--- config.mk ---
export PLATFORM = sky130hd
export DESIGN_NAME = uart_mem_bridge
export DESIGN_NICKNAME = d
export VERILOG_FILES = /design/src/rtl/uart_mem_bridge_pkg.sv /design/src/rtl/uart_mem_bridge.sv
export SDC_FILE = /design/constraint.sdc
export NUM_CORES = 1
export LEC_CHECK = 0
export BUFFER_PORTS_ARGS = -buffer_cell sky130_fd_sc_hd__clkbuf_2
export CORE_MARGIN = 8
export CORE_UTILIZATION = 45
export CTS_BUF_LIST = sky130_fd_sc_hd__clkbuf_8
export DETAILED_ROUTE_END_ITERATION = 10
export PLACE_DENSITY = 0.69
export SETUP_SLACK_MARGIN = 0.3
export SYNTH_ARGS = -nofsm -noshare
export SYNTH_HDL_FRONTEND = slang
export SYNTH_SLANG_ARGS = --single-unit
--- constraint.sdc ---
create_clock -name clock -period 2.8 [get_ports clock]
set_input_delay 0.42 -clock clock [delete_from_list [all_inputs] [get_ports clock]]
set_output_delay 0.42 -clock clock [all_outputs]
set_load 0.01 [all_outputs]
--- src/rtl/uart_mem_bridge_pkg.sv ---
// Shared constants and state type for the UART-to-memory command bridge.
package uart_mem_bridge_pkg;

    localparam logic [7:0] CMD_WRITE = 8'h57;
    localparam logic [7:0] CMD_READ  = 8'h52;
    localparam logic [7:0] RSP_OK    = 8'h4B;
    localparam logic [7:0] RSP_ERR   = 8'h3F;

    typedef enum logic [2:0] {
        IDLE,
        ADDR,
        DATA,
        MEM,
        RESP
    } state_e;

endpackage

--- src/rtl/uart_mem_bridge.sv ---
// Byte-serial command parser turning UART 'W'/'R' frames into 32-bit memory transactions.
// Optional inter-byte timeout on partial commands: define UART_BRIDGE_TIMEOUT_EN.
//
// state | meaning
// IDLE  | waiting for a command byte
// ADDR  | collecting address bytes A0..A3
// DATA  | collecting write data bytes D0..D3
// MEM   | memory request held until memReady
// RESP  | pushing response bytes to the UART transmit FIFO
module uart_mem_bridge
    import uart_mem_bridge_pkg::*;
#(
    parameter int unsigned TIMEOUT = 50_000_000
) (
    input  logic        clock,
    input  logic        reset,
    input  logic [7:0]  uByte,
    input  logic        uCanRead,
    output logic        uRead,
    output logic [7:0]  uWByte,
    output logic        uWrite,
    input  logic        uCanWrite,
    output logic [31:0] memAddr,
    output logic [31:0] memWData,
    output logic        memWrite,
    output logic        memRead,
    input  logic [31:0] memRData,
    input  logic        memReady
);

    state_e      state_q, state_d;
    logic [1:0]  idx_q, idx_d;
    logic [7:0]  cmd_q, cmd_d;
    logic [31:0] addr_q, addr_d;
    logic [31:0] wdata_q, wdata_d;
    logic        rd_q, rd_d;
    logic        wr_q, wr_d;
    logic [31:0] resp_buf_q, resp_buf_d;
    logic [2:0]  resp_cnt_q, resp_cnt_d;
    logic        consume;

`ifdef UART_BRIDGE_TIMEOUT_EN
    localparam int TMR_W = $clog2(TIMEOUT + 1);
    localparam logic [TMR_W-1:0] TMR_LOAD = TMR_W'(TIMEOUT);
    logic [TMR_W-1:0] tmr_q, tmr_d;
`endif

    // Reset gates the handshakes so nothing is popped or pushed while it is held.
    assign consume  = uCanRead && !reset &&
                      (state_q == IDLE || state_q == ADDR || state_q == DATA);
    assign uRead    = consume;
    assign uWrite   = (state_q == RESP) && uCanWrite && !reset;
    assign uWByte   = resp_buf_q[7:0];
    assign memAddr  = addr_q;
    assign memWData = wdata_q;
    assign memRead  = rd_q;
    assign memWrite = wr_q;

    always_comb begin
        state_d    = state_q;
        idx_d      = idx_q;
        cmd_d      = cmd_q;
        addr_d     = addr_q;
        wdata_d    = wdata_q;
        rd_d       = rd_q;
        wr_d       = wr_q;
        resp_buf_d = resp_buf_q;
        resp_cnt_d = resp_cnt_q;
`ifdef UART_BRIDGE_TIMEOUT_EN
        tmr_d      = tmr_q;
`endif
        case (state_q)
            IDLE: begin
                if (consume) begin
                    if (uByte == CMD_WRITE || uByte == CMD_READ) begin
                        cmd_d   = uByte;
                        idx_d   = 2'd0;
                        state_d = ADDR;
`ifdef UART_BRIDGE_TIMEOUT_EN
                        tmr_d   = TMR_LOAD;
`endif
                    end else begin
                        resp_buf_d = {24'h0, RSP_ERR};
                        resp_cnt_d = 3'd1;
                        state_d    = RESP;
                    end
                end
            end
            ADDR, DATA: begin
                if (consume) begin
                    if (state_q == ADDR) addr_d[{idx_q, 3'b000} +: 8] = uByte;
                    else                 wdata_d[{idx_q, 3'b000} +: 8] = uByte;
                    idx_d = idx_q + 2'd1;
`ifdef UART_BRIDGE_TIMEOUT_EN
                    tmr_d = TMR_LOAD;
`endif
                    if (idx_q == 2'd3) begin
                        if (state_q == ADDR && cmd_q == CMD_WRITE) begin
                            state_d = DATA;
                        end else if (state_q == ADDR) begin
                            state_d = MEM;
                            rd_d    = 1'b1;
                        end else begin
                            state_d = MEM;
                            wr_d    = 1'b1;
                        end
                    end
                end
`ifdef UART_BRIDGE_TIMEOUT_EN
                // Terminal count: the partial command is dropped without a reply.
                else if (tmr_q <= TMR_W'(1)) state_d = IDLE;
                else tmr_d = tmr_q - TMR_W'(1);
`endif
            end
            MEM: begin
                if (memReady) begin
                    rd_d    = 1'b0;
                    wr_d    = 1'b0;
                    state_d = RESP;
                    if (rd_q) begin
                        resp_buf_d = memRData;
                        resp_cnt_d = 3'd4;
                    end else begin
                        resp_buf_d = {24'h0, RSP_OK};
                        resp_cnt_d = 3'd1;
                    end
                end
            end
            RESP: begin
                if (uWrite) begin
                    resp_buf_d = {8'h0, resp_buf_q[31:8]};
                    resp_cnt_d = resp_cnt_q - 3'd1;
                    if (resp_cnt_q == 3'd1) state_d = IDLE;
                end
            end
            default: state_d = IDLE;
        endcase
    end

    always_ff @(posedge clock) begin
        if (reset) begin
            state_q    <= IDLE;
            idx_q      <= 2'd0;
            cmd_q      <= 8'h0;
            addr_q     <= 32'h0;
            wdata_q    <= 32'h0;
            rd_q       <= 1'b0;
            wr_q       <= 1'b0;
            resp_buf_q <= 32'h0;
            resp_cnt_q <= 3'd0;
`ifdef UART_BRIDGE_TIMEOUT_EN
            tmr_q      <= '0;
`endif
        end else begin
            state_q    <= state_d;
            idx_q      <= idx_d;
            cmd_q      <= cmd_d;
            addr_q     <= addr_d;
            wdata_q    <= wdata_d;
            rd_q       <= rd_d;
            wr_q       <= wr_d;
            resp_buf_q <= resp_buf_d;
            resp_cnt_q <= resp_cnt_d;
`ifdef UART_BRIDGE_TIMEOUT_EN
            tmr_q      <= tmr_d;
`endif
        end
    end

endmodule
## Word-level counts from Yosys, hierarchy flattened

Index checks and enable logic that the tools add are counted.

- Flip-flop bits (word level): 114
- Logic and storage cells: 95
- Output and inout bits: 76
- Input port bits: 45

- Bitwise operators: 1
- Equality and inequality tests: 20
- Mux-type cells: 38
- Shift operators: 2
- Add/subtract/negate cells: 3
- Reductions and logical operators: 22

Operators by type and width:

| kind | number |
|---|---|
| $mux W32 | 5 |
| $pmux W32 S3 | 1 |
| $bwmux W32 | 2 |
| $mux W3 | 12 |
| $shift A8 B7 Y32 const A | 1 |
| $shiftx A8 B7 Y32 | 1 |
| $eq A8 B7 Y1 const B | 3 |
| $ne A2 B2 Y1 const B | 9 |
| $reduce_and A6 Y1 | 3 |
| $pmux W3 S4 | 1 |
| $mux W1 | 10 |
| $pmux W3 S3 | 1 |
| $reduce_and A3 Y1 | 3 |
| $neg A5 Y7 | 1 |
| $eq A3 B1 Y1 const B | 2 |
| $eq A3 B2 Y1 const B | 2 |
| $mux W2 | 3 |
| $logic_and A1 B1 Y1 | 5 |
| $reduce_and A5 Y1 | 1 |
| $ne A2 B1 Y1 const B | 2 |
| $pmux W1 S2 | 2 |
| $pmux W2 S2 | 1 |
| $reduce_and A4 Y1 | 1 |
| $reduce_bool A2 Y1 | 2 |
| other kinds (10) | 12 |

## Depth between registers and ports, before layout

Gate-level depths: netlist (run 1).

- Depth after elaboration: 6
- Mapped depth: 8
- Depth with buffers taken out: 6

## Worst setup path before layout (run 1)

Ideal clock, no wire load.

- Path kind: register to register
- Start: register idx_q[0]
- End: register addr_q[2], in the netlist memAddr[2]
- Data arrival time: 1.898 ns
- Slack: 0.832 ns
- Required time: 2.730 ns
- Setup time: 0.070 ns
- Buffers on the path: 1
- Clock period less this slack: 1.968 ns
- Stages on the path, launching flop included: 7
- Cells stage by stage: dfxtp_1 > inv_1 > ha_1 > nor3b_1 > clkbuf_1 > nand3_1 > a21oi_1

- Cells in the longest elaborated chain, start to end: 3
- Elaborated cells between the ends (all ways): 4
- Those cells by class: add/sub (1); shift (2); mux (1)

RTL lines:

| item | line | source |
|---|---|---|
| start: declaration | uart_mem_bridge.sv:32 | `logic [1:0] idx_q, idx_d;` |
| start signal: assignment | uart_mem_bridge.sv:156 | `idx_q <= idx_d;` |
| $neg A5 Y7 (*) | uart_mem_bridge.sv:91 | `if (state_q == ADDR) addr_d[{idx_q, 3'b000} +: 8] = uByte;` |
| $shiftx A8 B7 Y32 or $shift A8 B7 Y32 (tied branches) | uart_mem_bridge.sv:91 |  |
| $bwmux W32 (*) | uart_mem_bridge.sv:91 |  |
| end signal: assignment | uart_mem_bridge.sv:158 | `addr_q <= addr_d;` |
| end: declaration | uart_mem_bridge.sv:34 | `logic [31:0] addr_q, addr_d;` |

Every way passes the cells marked *; elsewhere a longest branch is shown, timed or not.
A chain may end at the register's enable or synchronous reset.

## Final worst setup path (run 1)

- Start: register state_q[2]
- End: register resp_buf_q[28]

- Cells in the longest elaborated chain, start to end: 6
- Elaborated cells between the ends (all ways): 17
- Those cells by class: eq/ne (8); mux (1); reduce/logical (8)

RTL lines:

| item | line | source |
|---|---|---|
| start: declaration | uart_mem_bridge.sv:31 | `state_e state_q, state_d;` |
| start signal: assignment | uart_mem_bridge.sv:155 | `state_q <= state_d;` |
| $eq A3 B1 Y1 or $logic_not A3 Y1 (tied branches) | uart_mem_bridge.sv:50, uart_mem_bridge.sv:72 |  |
| $logic_or A1 B1 Y1 (2 in a row) | uart_mem_bridge.sv:50 | `(state_q == IDLE \|\| state_q == ADDR \|\| state_q == DATA);` |
| $logic_and A1 B1 Y1 | uart_mem_bridge.sv:49 | `assign consume = uCanRead && !reset &&` |
| $ne A2 B2 Y1 (no line) | n/a |  |
| $reduce_and A5 Y1 (no line) | n/a |  |
| end signal: assignment | uart_mem_bridge.sv:162 | `resp_buf_q <= resp_buf_d;` |
| end: declaration | uart_mem_bridge.sv:38 | `logic [31:0] resp_buf_q, resp_buf_d;` |

Several ways; a longest one is shown, not always the timed one.

==> results of run 1 <==
## stage by stage
stage | area [um2] | power (W) | setup WS, ns
after floorplan | 5046 | 0.002282 | 0.8316
after global placement | 5632 | 0.002381 | 0.6377
after detailed placement | 5632 | 0.002401 | 0.5874
after CTS | 6043 | 0.003988 | 0.5861
after global routing | 6043 | 0.004120 | 0.3863
final | 6043 | 0.003952 | 0.5672
## kinds of logic after synthesis
logic type                 after synthesis  synth area share
adders and majority gates                8           0.01984
AOI/OAI and AO/OA                      129            0.1765
DFF                                    114            0.4523
muxes                                    3          0.005951
and+or+nand+nor                        270            0.2730
buffers and inverters                   64           0.06695
xor gates and xnor gates                 1          0.005456
## worst max-delay path by stage
stage / end / start / cells past startpoint
floorplan: memAddr[2] / idx_q[0] / 6
global placement: resp_buf_q[2] / state_q[2] / 6
detailed placement: resp_buf_q[28] / state_q[2] / 6
CTS: resp_buf_q[2] / state_q[2] / 6
global route: resp_buf_q[0] / state_q[2] / 6
finish: resp_buf_q[28] / state_q[2] / 6
## flip-flops by register name, summed over array words and instances (netlist names)
| register | cells |
|---|---|
| resp_buf_q | 32 |
| resp_cnt_q | 3 |
| cmd_q | 8 |
| state_q | 3 |
| memWrite | 1 |
| memRead | 1 |
| memWData | 32 |
| memAddr | 32 |
| idx_q | 2 |
## cell usage in the layout (no fill, tap or decap), types with 2 or more instances in the layout
cell type   instances
a211oi_1            4
a21oi_1            87
a221oi_2           18
a2bb2oi_1           3
a32o_1              2
and2_1             13
buf_4              13
bufinv_16           3
clkbuf_2          119
clkbuf_8           20
clkinv_2            3
clkinvlp_4          2
dfxtp_1           114
ha_1                8
inv_1               8
mux2i_1             3
nand2_1            85
nand2b_1            6
nand3_1            73
nor2_1             47
nor2b_1             4
nor3_1              4
nor3_2             20
nor3b_1             4
o21ai_0             5
or3_1               3
## report_power, final
group | switching, W | leakage (nW) | internal [W] | total [W]
registers | 0.0000608 | 0.923 | 0.00170 | 0.00176
logic | 0.000357 | 1.24 | 0.000240 | 0.000597
clock network | 0.000653 | 0.213 | 0.000938 | 0.00159
total | 0.00107 | 2.37 | 0.00288 | 0.00395
## cell type report
| type | count | area share |
|---|---|---|
| clock inverters | 11 | 0.02257 |
| well taps | 140 | 0.02899 |
| repair buffers | 133 | 0.1180 |
| multi-input cells | 411 | 0.4035 |
| clock buffers | 20 | 0.04555 |
| flip-flops and latches | 114 | 0.3776 |
| inverters | 6 | 0.003727 |
## critical path, cell delays in order (launching register included)
cell       delay (ns)
dfxtp_1          0.60
nand3b_2         0.32
o2bb2ai_1        0.21
a211oi_4         0.45
buf_4            0.29
nand3_1          0.11
a21oi_1          0.17
## routing by layer
metal  global-route usage  vias to the layer above  share of wire
li1                     -                     2226              -
met1               0.2337                     2121           0.44
met2               0.2942                      136           0.47
met3              0.05507                       20          0.073
met4              0.07016                        0          0.018
met5                    0                        -              0
==> reports/metrics.yaml, run 1 <==
post-synth-top-count-cell: "dfxtp_1"
whs_path_depth: 3
fin_util: 0.5550
vias: 4503
initial_core_util: 0.4635
tns_ns: 0
ys_ff_latch: 114
synth-async-reset-ratio: 0
drv_slew: 0
cts_buffer_depth: 2
clk-insertion-delay-late_ns: 0.43
worstMarginPinSlew_ns: 0.8678
rsz0062_at_grt: "false"
cts.clk_slew.worst_paths_ns: 0.07
synthToLayoutAreaGrowth_pct: 19.76
cts-resized-gates: 0
synth_edf_count: 0
synth_top_area_cell: "dfxtp_1"
maxCapViolations: 0
syn_area_um2: 5046
reg2reg_from: "state_q[2]"
report.final.hold_viol_count: 0
gp_congestion: 0.8143
n_fill_cell: 1008
coreArea_um2: 10890
setup_violations: 0
synth.area.top_cells: "dfxtp_1 45%, a21oi_1 8.6%, nand3_1 7.2%"
cts_made_buffers: 17
syn_area_per_cell_um2: 8.567
path_max_fanout: 14
rows: 38
worstPathArrival_ns: 2.58
pwr_density_cell_nw_per_um2: 653.9
grt_max_degree: 84
first_pass_iters: 4
grt_pass1_vias: 4415
fin_cells: 835
clockRootBuffer: "clkbuf_8"
path_class: "reg2reg"
synthTopCellsByCount: "114 x dfxtp_1, 87 x a21oi_1, 85 x nand2_1, 73 x nand3_1, 47 x nor2_1"
antenna_cells: 0
min-delay-start: "memRData[24]"
maxSlewHeadroom: 0.4215
finClkSkew_ns: 0.01216
fin_crit_ns: 2.233
synth_top_area_share: 0.4523
track_usage: 0.1857
r2r_end: "resp_buf_q[28]"
port_buffers: 120
hold_buffers: 0
ir_worst_vdd_mv: 0.3531
postRouteAntennaNets: 0
io_pins: 121
status: "complete, no violations"
crit_required_ns: 3.14
fmax_ghz: 0.4479
grt_pass1_wl_um: 22030
syn_nets: 642
overflow: 0
worst_hold_slack_ns: 0.2443
worstHoldEndpoint: "resp_buf_q[24]"
drt_iter0_markers: 286
synth_flop_cell: "dfxtp_1"
die_area_um2: 14860
cts_tree: "built"
wl_per_cell_um: 16.41
die_y_um: 121.9
drc: 0
drt_wl_total_um: 13710
drive_gt1_frac: 0.3007
seq_area_frac_synth: 0.4523
postSynthCellCount: 589
crit_path_start_kind: "register"
fin_crit_sh: 0.7974
post-dp-hpwl_um: 9731
hp-class: "in2reg"
die_x_um: 121.9
seqCellArea_um2: 2282
cp-end-kind: "register"
synthDistinctLibCells: 45
worst_r2r_path_depth: 6
fin_nets: 736
post-cts-setup-buffer-count: 0
numPlacedInstances: 804
multiInputGateArea_um2: 2439
synth.yosys.warnings: 0
ctsHtreeMaxLevel: 4
antenna_found_initial: 0
post_drt_via_cell_ratio: 5.393
power.leakage_nw: 2.372
reg2reg_setup_slack_ns: 0.57
clkSinkCount: 114
No activity file was read; power rests on OpenSTA's default activity.
==> run 2, diff against run 1 <==
--- a/config.mk
+++ b/config.mk
@@ -5,12 +5,13 @@
 export SDC_FILE = /design/constraint.sdc
 export NUM_CORES = 1
 export LEC_CHECK = 0
+export ABC_AREA = 1
 export BUFFER_PORTS_ARGS = -buffer_cell sky130_fd_sc_hd__clkbuf_2
 export CORE_MARGIN = 8
 export CORE_UTILIZATION = 45
 export CTS_BUF_LIST = sky130_fd_sc_hd__clkbuf_8
 export DETAILED_ROUTE_END_ITERATION = 10
-export PLACE_DENSITY = 0.69
+export PLACE_DENSITY = 0.71
 export SETUP_SLACK_MARGIN = 0.3
 export SYNTH_ARGS = -nofsm -noshare
 export SYNTH_HDL_FRONTEND = slang
==> constraint.sdc (replaced) <==
create_clock -name clock -period 1.85 [get_ports clock]
set_input_delay 0.2775 -clock clock [delete_from_list [all_inputs] [get_ports clock]]
set_output_delay 0.2775 -clock clock [all_outputs]
set_load 0.01 [all_outputs]
==> reports/metrics.yaml, run 2 <==
path_class: "reg2out"  # was reg2reg
clk-insertion-delay-late_ns: 0.44  # was 0.43 ns
finClkSkew_ns: 0.008462  # was 0.01216 ns
syn_area_per_cell_um2: 6.803  # was 8.567 um2
post-dp-hpwl_um: 10200  # was 9731 um
seqCellArea_um2: 2301  # was 2282 um2
setup_violations: 0  # unchanged
gp_congestion: 0.8876  # was 0.8143
critical_path.max_stage_delay_ns: 0.38  # was 0.60 ns
cts_tree: "built"  # unchanged
grt_pass1_vias: 5252  # was 4,415
maxCapViolations: 0  # unchanged
drv_slew: 0  # unchanged
crit_chain: "inv_6, nand3_4, nor2_1, buf_2"  # was nand3b_2, o2bb2ai_1, a211oi_4, buf_4, nand3_1, a21oi_1
antenna_cells: 0  # unchanged
initial_core_util: 0.4554  # was 0.4635
vias: 5556  # was 4,503
crit_required_ns: 1.57  # was 3.14 ns
pwr-share-comb: 0.412  # was 0.151
report.final.hold_viol_count: 0  # unchanged
post_drt_via_cell_ratio: 5.159  # was 5.393
dpl_worst_slack_ns: 0.1336  # was 0.5874 ns
drive_gt1_frac: 0.2935  # was 0.3007
drt_wl_total_um: 15870  # was 13,710 um
crit_path_start_kind: "register"  # unchanged
coreArea_um2: 11860  # was 10,890 um2
drc: 0  # unchanged
clkSinkCount: 114  # unchanged
worst_r2r_path_depth: 7  # was 6
path_max_fanout: 7  # was 14
port_buffers: 120  # unchanged
synth_flop_cell: "dfxtp_1"  # unchanged
layout_commonest_cell: "nand2_1"  # was clkbuf_2
postSynthCellCount: 794  # was 589
switchingPower_w: 0.003662  # was 0.001072 W
synth_top_area_cell: "dfxtp_1"  # unchanged
pwr_density_cell_nw_per_um2: 1350  # was 653.9 nW/um2
synth.area.top_cells: "dfxtp_1 42%, nand2_1 14%, nor2_1 9.7%"  # was dfxtp_1 45%, a21oi_1 8.6%, nand3_1 7.2%
synth_top_area_share: 0.4225  # was 0.4523
ir_worst_vdd_mv: 0.5529  # was 0.3531 mV
syn_area_um2: 5401  # was 5046 um2
tns_ns: 0  # unchanged
synth.yosys.warnings: 0  # unchanged
syn_nets: 847  # was 642
cts_made_buffers: 17  # unchanged
cts_buffer_depth: 2  # unchanged
clockPowerShare: 0.254  # was 0.403
overflow: 0  # unchanged
synthTopCellsByCount: "196 x nand2_1, 140 x nor2_1, 114 x dfxtp_1, 75 x a21oi_1, 68 x nand3_1"  # was 114 x dfxtp_1, 87 x a21oi_1, 85 x nand2_1, 73 x nand3_1, 47 x nor2_1
cp-end-kind: "output pin"  # was register
seqPwrFrac: 0.334  # was 0.446
drt_iter0_markers: 386  # was 286
multiInputGateArea_um2: 3045  # was 2439 um2
synth_edf_count: 0  # unchanged
ctsHtreeMaxLevel: 4  # unchanged
first_pass_iters: 5  # was 4
rsz0062_at_grt: "true"  # was false
track_usage: 0.1921  # was 0.1857
whs_path_depth: 5  # was 3
worstPathArrival_ns: 1.28  # was 2.58 ns
critPathBufInv: 2  # was 1
wl_per_cell_um: 14.73  # was 16.41 um
die_x_um: 125.6  # was 121.9 um
worstMarginPinSlew_ns: 0.6764  # was 0.8678 ns
path_depth: 4  # was 6
synthDistinctLibCells: 26  # was 45
seq_area_frac_synth: 0.4225  # was 0.4523
grt_pass1_wl_um: 25050  # was 22,030 um
die_y_um: 125.6  # was 121.9 um
hp-class: "in2reg"  # unchanged
internal-power_w: 0.005987  # was 0.002880 W
fin_crit_ns: 1.562
cts.clk_slew.worst_paths_ns: 0.07  # about the same
maxSlewHeadroom: 0.5491  # was 0.4215
path_delay_family: "flip-flops"  # was compound AO/OA/AOI/OAI gates
antenna_found_initial: 0  # unchanged
io_pins: 121  # unchanged
fin_nets: 970  # was 736
synthToLayoutAreaGrowth_pct: 32.29  # was 19.76%
synth-async-reset-ratio: 0  # unchanged
rows: 40  # was 38
power.leakage_nw: 3.248  # was 2.372 nW
fmax_ghz: 0.6402
reg2reg_setup_slack_ns: 0.31  # was 0.57 ns
post-synth-top-count-cell: "nand2_1"  # was dfxtp_1
ys_ff_latch: 114  # unchanged
fin_crit_sh: 0.8443
setup_slack_ns: 0.2881  # was 0.5672 ns
clockRootBuffer: "clkbuf_8"  # unchanged
die_area_um2: 15770  # was 14,860 um2
postRouteAntennaNets: 0  # unchanged
mostFrequentLayoutCells: "188 x nand2_1, 124 x nor2_1, 118 x clkbuf_2"  # was 119 x clkbuf_2, 114 x dfxtp_1, 87 x a21oi_1
n_fill_cell: 1116  # was 1,008
status: "complete, no violations"  # unchanged
slowest_stage: "dfxtp_4"  # was dfxtp_1
swShare: 0.3795  # was 0.2712
grt_max_degree: 72  # was 84
run 2: changes by cell type after synthesis, sizes merged, moves of 14 or more:
cell,previous run,this run
nor2,48,148
inv,6,46
nand2,86,199
a221oi,18,0
nand3b,1,18
and2,14,0
o21ai,6,40
run 2: power groups by stage:
stage / logic (W) / registers (W) / clock network (W)
2_1_floorplan: 0.00265 / 0.00314 / 0
3_3_place_gp: 0.00312 / 0.00318 / 0
3_5_place_dp: 0.00316 / 0.00319 / 0
4_1_cts: 0.00353 / 0.00316 / 0.00250
5_1_grt: 0.00442 / 0.00328 / 0.00259
6_report: 0.00397 / 0.00323 / 0.00245
run 2: layer usage:
layer  global-route usage  share of wire  vias to the layer above
li1                     -              -                     2804
met1               0.2278           0.43                     2559
met2               0.3071           0.48                      166
met3              0.06715          0.072                       27
met4              0.08596          0.022                        0
met5                    0              0                        -
run 2: repair_timing:
action,4_1_cts,5_1_grt
endpoints found under the setup margin,107,109
gates cloned,2,3
setup buffers,3,10
pin swaps,3,19
gates resized for setup,29,70
hold buffers,0,0
run 2: final cells by class:
type | instances | area share
Clock buffer | 20 | 0.03852
Clock inverter | 12 | 0.01961
Inverter | 47 | 0.02749
Multi-Input combinational cell | 584 | 0.4262
Sequential cell | 114 | 0.3220
Tap cell | 147 | 0.02574
Timing Repair Buffer | 153 | 0.1404
run 2: path summary, 6_finish.rpt:
| check | from | end |
|---|---|---|
| worst max-delay path | state_q[1] | uWrite |
| worst min-delay path | memRData[24] | resp_buf_q[24] |
| worst max register to register | idx_q[0] | memAddr[25] |
| worst min register to register | cmd_q[5] | cmd_q[5] |
run 2: worst register-to-register path, cell delays in order (launching register included):
cell and delay (ns):
dfxtp_4 0.41, inv_8 0.05, ha_1 0.24, nor2_1 0.10, inv_1 0.14, nor2_1 0.25
nand3_1 0.14, a21oi_1 0.15
run 2: kinds of logic (layout without fill, tap and decap cells):
kind of cell,count (synthesis),in the layout,synth area share
AO/OA/AOI/OAI,116,116,0.1086
buffers and inverters,98,232,0.08547
AND/OR/NAND/NOR,458,460,0.3648
adder cells (fa/ha/maj),8,8,0.01853
flip-flops,114,114,0.4225
run 2: metrics by stage:
step                cell area [um2]  total power, W    util  std cells  hold WS, ns
global route                   7146         0.01030  0.6024       1077       0.1674
detailed placement             6182        0.006350  0.5212       1027       0.4360
CTS                            6771        0.009194  0.5709       1064       0.1429
finish                         7146        0.009649  0.6024       1077       0.1676
global placement               6182        0.006304  0.5212       1027       0.4316
floorplan                      5570        0.005794       -        794       0.4237
==> run 3, diff against run 2 <==
==> constraint.sdc (replaced) <==
create_clock -name clock -period 1.4 [get_ports clock]
set_input_delay 0.21 -clock clock [delete_from_list [all_inputs] [get_ports clock]]
set_output_delay 0.21 -clock clock [all_outputs]
set_load 0.01 [all_outputs]
==> reports/metrics.yaml, run 3 (synthesized netlist as in run 2, its figures left out) <==
status: "finished, violations left"  # was complete, no violations
violations: "setup timing"
initial_core_util: 0.4554  # unchanged
track_usage: 0.2467  # was 0.1921
cts_buffer_depth: 2  # unchanged
drive_gt1_frac: 0.5778  # was 0.2935
fin_crit_sh: 1.259
clkSinkCount: 114  # unchanged
routed-wl-met3_um: 2294  # was 1144 um
tns_ns: -27.52  # was 0 ns
io_pins: 121  # unchanged
synthToLayoutAreaGrowth_pct: 82.28  # was 32.29%
hold_buffers: 0  # unchanged
die_y_um: 125.6  # unchanged
setup_slack_ns: -0.3628  # was 0.2881 ns
gp_congestion: 0.8255  # was 0.8876
cts_made_buffers: 17  # unchanged
first_pass_iters: 6  # was 5
drv_slew: 0  # unchanged
power.leakage_nw: 4.292  # was 3.248 nW
mostFrequentLayoutCells: "159 x nand2_1, 109 x buf_6, 106 x nor2_1"  # was 188 x nand2_1, 124 x nor2_1, 118 x clkbuf_2
crit_required_ns: 1.72  # was 1.57 ns
antenna_found_initial: 0  # unchanged
clk-insertion-delay-late_ns: 0.44  # about the same
ctsHtreeMaxLevel: 4  # unchanged
drt_wl_total_um: 25870  # was 15,870 um
cp-end-kind: "register"  # was output pin
overflow: 0  # unchanged
fin_nets: 1090  # was 970
setup_violations: 116  # was 0
pwr_density_cell_nw_per_um2: 1734  # was 1350 nW/um2
grt_max_degree: 72  # unchanged
clockRootBuffer: "clkbuf_8"  # unchanged
layout_commonest_cell: "nand2_1"  # unchanged
maxSlewHeadroom: 0.4288  # was 0.5491
report.final.hold_viol_count: 0  # unchanged
fin_crit_ns: 1.763
path_max_fanout: 4  # was 7
maxCapViolations: 0  # unchanged
post_drt_via_cell_ratio: 5.925  # was 5.159
cts.clk_slew.worst_paths_ns: 0.08  # was 0.07 ns
finClkSkew_ns: 0.01614  # was 0.008462 ns
hp-class: "in2reg"  # unchanged
drt_iter0_markers: 810  # was 386
coreArea_um2: 11860  # unchanged
wl_per_cell_um: 21.66  # was 14.73 um
path_class: "reg2reg"  # was reg2out
worstMarginPinSlew_ns: 0.8568  # was 0.6764 ns
fmax_ghz: 0.5673
rsz0062_at_grt: "true"  # unchanged
worstPathArrival_ns: 2.08  # was 1.28 ns
wl_met2_um: 12450  # was 7605 um
m1WireLength_um: 9204  # was 6775 um
vias: 7075  # was 5,556
die_area_um2: 15770  # unchanged
die_x_um: 125.6  # unchanged
grt_pass1_wl_um: 31750  # was 25,050 um
grt_pass1_vias: 6385  # was 5,252
antenna_cells: 0  # unchanged
port_buffers: 120  # unchanged
ir_worst_vdd_mv: 0.8059  # was 0.5529 mV
crit_path_start_kind: "register"  # unchanged
drc: 0  # unchanged
cts_tree: "built"  # unchanged
rows: 40  # unchanged
top_layer: "met4"  # unchanged
post-dp-hpwl_um: 10740  # was 10,200 um
p_total_w: 0.01707  # was 0.009649 W
postRouteAntennaNets: 0  # unchanged
fin_util: 0.8301  # was 0.6024
[run 3: what timing repair did]
| item | CTS | global route |
|---|---|---|
| pin swaps | 71 | 62 |
| resized for setup | 284 | 233 |
| buffers inserted | 47 | 29 |
| cloned | 15 | 1 |
| endpoints found under the setup margin | 190 | 190 |
[run 3: final timing paths]
path | from | endpoint | slack (ns) | cells after the start
max | state_q[2] | idx_q[1] | -0.36 | 10
min | memRData[29] | resp_buf_q[29] | 0.1 | 5
max reg2reg | state_q[2] | idx_q[1] | -0.36 | 10
min reg2reg | cmd_q[5] | cmd_q[5] | 0.47 | 2
[run 3: through the flow]
step,setup slack [ns],hold WS [ns],instance area (um2),cells
2_1_floorplan,-0.4456,0.4002,5913,794
3_3_place_gp,-0.1196,0.4293,6889,1073
3_5_place_dp,-0.1599,0.4323,6889,1073
4_1_cts,-0.1756,0.09783,8810,1164
5_1_grt,-0.3989,0.1078,9846,1194
6_report,-0.3628,0.09931,9846,1194
[run 3: area by class of cell]
cell class / instances / area [um2]
clock buffers: 20 / 275.3
repair buffers: 274 / 2879
well taps: 147 / 183.9
multi-input cells: 583 / 3784
clock inverters: 9 / 93.84
fillers: 557 / 2016
inverters: 47 / 236.5
flip-flops and latches: 114 / 2394
[run 3: routing by layer]
metal,vias to the layer above,track usage
met5,-,0
met2,524,0.4126
met4,0,0.1433
li1,3043,-
met1,3337,0.2754
met3,171,0.07097
[run 3: power breakdown]
| group | switching (W) | total (W) | internal, W |
|---|---|---|---|
| Combinational | 0.00491 | 0.00957 | 0.00465 |
| Clock | 0.00142 | 0.00308 | 0.00167 |
| Sequential | 0.000533 | 0.00442 | 0.00389 |
[run 3: worst max-delay path: stages, from the launching register on]
cell	delay [ns]
dfxtp_4	0.38
buf_6	0.13
buf_12	0.12
clkinv_8	0.04
buf_12	0.09
nand3_4	0.07
buf_6	0.14
buf_6	0.13
a21oi_2	0.16
o21ai_1	0.09
nor2_1	0.27
